--- src/rtl/ecc_scrub_ctrl.sv ---
// Background ECC scrubber: walks memory, checks each word through an external
// SECDED decoder, writes back corrected single-bit errors, flags double errors.
module ecc_scrub_ctrl #(
   parameter int K   = 8,
   parameter int M   = 4,
   parameter int AW  = 6,
   parameter int GAP = 16
) (
   input  logic          clk_i,
   input  logic          rst_ni,
   input  logic          en_i,
   output logic          busy_o,
   output logic          mem_req_o,
   output logic          mem_we_o,
   output logic [AW-1:0] mem_addr_o,
   output logic [K+M:0]  mem_wdata_o,
   input  logic          mem_gnt_i,
   input  logic          mem_rvalid_i,
   input  logic [K+M:0]  mem_rdata_i,
   output logic [K+M:0]  dec_code_o,
   input  logic [K-1:0]  dec_data_i,
   input  logic          dec_sb_err_i,
   input  logic          dec_db_err_i,
   output logic [K-1:0]  enc_data_o,
   input  logic [K+M:0]  enc_code_i,
   output logic [15:0]   sb_cnt_o,
   output logic [15:0]   db_cnt_o,
   output logic [AW-1:0] db_addr_o,
   output logic          db_irq_o
);

   localparam int N  = K + M + 1;
   localparam int GW = (GAP > 1) ? $clog2(GAP) : 1;
   localparam logic [GW-1:0] GAP_LAST = GW'(GAP - 1);

   typedef enum logic [2:0] {
      IDLE, RD_REQ, RD_WAIT, CHECK, WR_REQ, NEXT
   } state_t;

   state_t        state_q, state_d;
   logic [GW-1:0] gap_q;
   logic [AW-1:0] addr_q;
   logic [N-1:0]  code_q;
   logic [N-1:0]  wr_q;

   logic gap_clr, gap_inc;
   logic cap_rd, cap_wr;
   logic hit_sb, hit_db;
   logic adv;

   always_comb begin
      state_d   = state_q;
      gap_clr   = 1'b0;
      gap_inc   = 1'b0;
      cap_rd    = 1'b0;
      cap_wr    = 1'b0;
      hit_sb    = 1'b0;
      hit_db    = 1'b0;
      adv       = 1'b0;
      mem_req_o = 1'b0;
      mem_we_o  = 1'b0;
      unique case (state_q)
         IDLE: begin
            if (!en_i) begin
               gap_clr = 1'b1;
            end else if (gap_q == GAP_LAST) begin
               gap_clr = 1'b1;
               state_d = RD_REQ;
            end else begin
               gap_inc = 1'b1;
            end
         end
         RD_REQ: begin
            mem_req_o = 1'b1;
            if (mem_gnt_i) state_d = RD_WAIT;
         end
         RD_WAIT: begin
            if (mem_rvalid_i) begin
               cap_rd  = 1'b1;
               state_d = CHECK;
            end
         end
         CHECK: begin
            // a double error is never written back, even if sb is also set
            if (dec_db_err_i) begin
               hit_db  = 1'b1;
               state_d = NEXT;
            end else if (dec_sb_err_i) begin
               hit_sb  = 1'b1;
               cap_wr  = 1'b1;
               state_d = WR_REQ;
            end else begin
               state_d = NEXT;
            end
         end
         WR_REQ: begin
            mem_req_o = 1'b1;
            mem_we_o  = 1'b1;
            if (mem_gnt_i) state_d = NEXT;
         end
         NEXT: begin
            adv     = 1'b1;
            state_d = IDLE;
         end
         default: state_d = IDLE;
      endcase
   end

   always_ff @(posedge clk_i or negedge rst_ni) begin
      if (!rst_ni) begin
         state_q   <= IDLE;
         gap_q     <= '0;
         addr_q    <= '0;
         code_q    <= '0;
         wr_q      <= '0;
         sb_cnt_o  <= '0;
         db_cnt_o  <= '0;
         db_addr_o <= '0;
         db_irq_o  <= 1'b0;
      end else begin
         state_q  <= state_d;
         db_irq_o <= hit_db;
         if (gap_clr) gap_q <= '0;
         else if (gap_inc) gap_q <= gap_q + 1'b1;
         if (cap_rd) code_q <= mem_rdata_i;
         if (cap_wr) wr_q <= enc_code_i;
         if (adv) addr_q <= addr_q + 1'b1;
         if (hit_sb && sb_cnt_o != 16'hFFFF) sb_cnt_o <= sb_cnt_o + 16'd1;
         if (hit_db) begin
            db_addr_o <= addr_q;
            if (db_cnt_o != 16'hFFFF) db_cnt_o <= db_cnt_o + 16'd1;
         end
      end
   end

   assign busy_o      = (state_q != IDLE);
   assign mem_addr_o  = addr_q;
   assign mem_wdata_o = wr_q;
   assign dec_code_o  = code_q;
   assign enc_data_o  = dec_data_i;

endmodule

--- config.mk ---
export PLATFORM = sky130hd
export DESIGN_NAME = ecc_scrub_ctrl
export DESIGN_NICKNAME = d
export VERILOG_FILES = /design/src/rtl/ecc_scrub_ctrl.sv
export SDC_FILE = /design/constraint.sdc
export NUM_CORES = 1
export LEC_CHECK = 0
export ABC_AREA = 1
export BUFFER_PORTS_ARGS = -buffer_cell sky130_fd_sc_hd__buf_4
export CORE_MARGIN = 4
export CORE_UTILIZATION = 39
export CTS_BUF_LIST = sky130_fd_sc_hd__clkbuf_4 sky130_fd_sc_hd__clkbuf_8
export DETAILED_ROUTE_END_ITERATION = 8
export GPL_ROUTABILITY_DRIVEN = 1
export PLACE_DENSITY_LB_ADDON = 0.2
export SKIP_CTS_REPAIR_TIMING = 1
export SYNTH_ARGS = -nofsm -noshare
export SYNTH_HDL_FRONTEND = slang
export SYNTH_SLANG_ARGS = --single-unit
--- constraint.sdc ---
create_clock -name clk_i -period 1.5 [get_ports clk_i]
set_input_delay 0.075 -clock clk_i [delete_from_list [all_inputs] [get_ports clk_i]]
set_output_delay 0.075 -clock clk_i [all_outputs]
set_load 0.05 [all_outputs]
==> reports/qor.yml <==
detailed_routing:
  post-route-drc-count: 0
  ant_nets: 0
  wirelength_mm: 9.69
  drt_iter0_markers: 81
  first_pass_iters: 4
  wl_per_cell_um: 12.4
  vias_per_cell: 4.65
  num_vias: 3631
finish:
  nFillCells: 887
  antenna_cells: 0
  final_util_pct: 58.9
  drive_above_1_share_pct: 35.6
  multi_input_area_um2: 1790
  fin_cells: 781
  register_area_um2: 1990
  syn_to_final_growth_pct: 47.4
  layout.nets: 688
sta:
  tightest_slew_ps: 467
  setup_violations: 0
  maxSlewHeadroom_pct: 68.9
  slew_violations: 0
  finalHoldViolCount: 1
  fmax_mhz: 701
  holdWs_ps: -16.4
  post-route-min-period_ps: 1430
  postLayoutSetupSlackWorst_ps: 73.6
  rsz0062_at_grt: "yes"
  min_period_over_period_pct: 95.1
  skew_ps: 11.1
cts:
  cts-root-buf: "clkbuf_8"
  htree_levels: 3
  clk_pin_slew_ps: 80
  clock_sinks: 78
  clock_latency_ps: 350
  clock_path_buffers: 2
  cts_tree: "yes"
  cts_made_buffers: 9
worst_hold_path:
  min_from: "mem_rvalid_i"
  hold_path_depth: 4
  min_to: "state_q[1]"
  holdCritPathClass: "in -> reg"
power_and_ir_drop:
  power_per_cell_area_nw_per_um2: 1850
  p_leak_uw: 0.00285
  comb_power_share_pct: 50.5
  pwr-share-clk_pct: 18.1
  vdd_drop_max_v: 0.00147
  p_int_uw: 5710
  p_sw_share_pct: 46.5
  p_switching_uw: 4950
  p_seq_share_pct: 31.4
synth:
  muxShareOfSynthArea_pct: 4.04
  synth_common_cells: "186 x nand2_1, 78 x dfrtp_1, 42 x nor2_1, 36 x inv_1, 27 x nand3_1"
  synth_compound_area_share_pct: 4.01
  yosysSeqAreaShare_pct: 50.0
  synthXorXnorAreaFrac_pct: 4.04
  synth-simple-area-share_pct: 30.1
  syn-instance-count: 476
  syn_nets: 521
  yosys_most_used_dff: "dfrtp_1"
  synth_fa_ha_area_share_pct: 1.28
  ys_ff_latch: 78
  syn_avg_cell_area_um2: 8.20
  synth.area.top_cells: "dfrtp_1 50%, nand2_1 18%, mux2_2 4.0%"
  syn_area_um2: 3900
  yosysTopAreaCell: "dfrtp_1"
  yosysUniqueCellTypes: 27
  synth_enable_flop_cells: 0
  synthArstFlopShare_pct: 100
  netlist.area_leader.share_pct: 50.0
  synth_top_family_by_area: "simple AND/OR/NAND/NOR gates"
  synth_warnings: 0
  synth_most_common_cell: "nand2_1"
floorplan:
  row_count: 36
  die_y_um: 108
  die-width_um: 108
  ios: 123
  core_area_um2: 9770
  die_area_um2: 11700
  start_util_pct: 39.9
grt:
  grt_pass1_wl_mm: 15.3
  grt_pass1_vias: 3355
  grt_usage_pct: 16.3
  antenna_found_initial: 0
  grt_max_degree: 36
  overflow: 0
place:
  dp.cells: 729
  dp.final_hpwl_mm: 6.91
  portBuffers: 106
  dp_slack_ps: 66.0
  routabilityCongestion: 0.815
critical_path:
  required_ps: 1420
  r2r-start: "state_q[1]"
  critical_path_arrival_ps: 1350
  critPathBufInv: 3
  cp_max_fo: 3
  crit_type: "reg -> out"
  start_kind: "register"
  cp-end-kind: "output pin"
  slowest_delay_ps: 410
  path_delay_family: "flip-flops"
  slowest_stage: "dfrtp_1"
  worst-r2r-setup-slack_ps: 90
  crit_chain: "buf_4, inv_2, nand3_2, nand2_2, buf_8"
  worstRegToRegCells: 6
  worstReg2RegEnd: "dec_code_o[11]"
run_status:
  violations: "hold timing"
  status: "finished, violations left"
run:
  drv_cap: 0
## layout by cell type, fill, tap and decap left out, types with 2 or more instances in the layout
cell type / netlist / final
nand2_1: 186 / 179
buf_4: 8 / 137
dfrtp_1: 78 / 50
nor2_1: 42 / 36
inv_1: 36 / 34
dfrtp_2: 0 / 28
dlygate4sd3_1: 0 / 27
nand3_1: 27 / 26
o21ai_0: 21 / 19
mux2_2: 14 / 14
nand4_1: 11 / 11
xnor2_1: 10 / 10
clkbuf_8: 0 / 9
xor2_1: 8 / 8
nand2_2: 1 / 7
nor2_4: 3 / 6
o21ai_1: 4 / 5
a21oi_1: 5 / 5
inv_2: 2 / 4
buf_12: 0 / 4
nor2_2: 0 / 3
bufinv_16: 0 / 3
nand2_4: 1 / 2
nor2_8: 2 / 2
nor3_1: 2 / 2
nand3b_1: 2 / 2
ha_4: 0 / 2
ha_1: 4 / 2
clkinv_4: 0 / 2
buf_6: 2 / 2
## metal layers
| layer | global-route usage (%) | wire length (µm) | part of all wire (%) |
|---|---|---|---|
| met2 | 27.8 | 4840 | 50 |
| met4 | 6.31 | 152 | 1.6 |
| met1 | 20.3 | 4230 | 44 |
| met3 | 3.28 | 467 | 4.8 |
| met5 | 0 | 0 | 0 |
## cell families after synthesis
logic type               Yosys count
AND/OR/NAND/NOR                  277
flip-flops                        78
buffers and inverters             54
AO/OA/AOI/OAI                     31
XOR/XNOR                          18
multiplexers                      14
adder cells (fa/ha/maj)            4
## through the flow
stage                     power [µW]  TNS (ps)  cell area, µm²  hold slack, ps
after detailed placement        8550         0            5110            62.1
after CTS                      10500     -88.3            5350            -334
after floorplan                 6870      -141            3990            -221
after global placement          8440         0            5110            56.9
final                          10700         0            5760           -16.4
after global routing           11300     -54.3            5760            17.2
## power by group through the flow
stage / combinational (µW) / clock, µW / sequential [µW]
2_1_floorplan: 1450 / 0 / 5420
6_report: 5380 / 1930 / 3350
4_1_cts: 5160 / 2000 / 3360
5_1_grt: 5740 / 2070 / 3450
3_3_place_gp: 5080 / 0 / 3360
3_5_place_dp: 5160 / 0 / 3390
## state kept, by name, summed over array words and instances, names as in the netlist
signal / flops
db_cnt_o: 16
sb_cnt_o: 16
dec_code_o: 13
mem_wdata_o: 13
db_addr_o: 6
mem_addr_o: 6
gap_q: 4
state_q: 3
db_irq_o: 1
## area by class of cell
cell class                      instances  area share [%]
Clock buffer                            9            2.15
Timing Repair Buffer                  171            24.6
Clock inverter                          7            2.11
Multi-Input combinational cell        344            31.1
Tap cell                              133            2.89
Inverter                               39            2.59
Sequential cell                        78            34.5
## how the worst max path moves through the flow
stage                           start            to  slack [ps]  cells after the start
after floorplan           sb_cnt_o[1]   sb_cnt_o[5]         -30                      8
after global placement    sb_cnt_o[1]   sb_cnt_o[6]          80                      7
after detailed placement  db_cnt_o[1]  db_cnt_o[11]          70                      9
after CTS                  state_q[0]     mem_req_o         -80                      4
after global routing      db_cnt_o[0]   db_cnt_o[5]         -30                      8
final                      state_q[2]     mem_req_o          70                      5
## worst register-to-register path, stage by stage, from the launching register on
cell	delay [ps]
dfrtp_1	400
inv_2	110
nor2_4	50
buf_4	130
nand3_1	110
buf_12	150
mux2_2	340
Note: power is estimated with default switching activity, not from simulation.
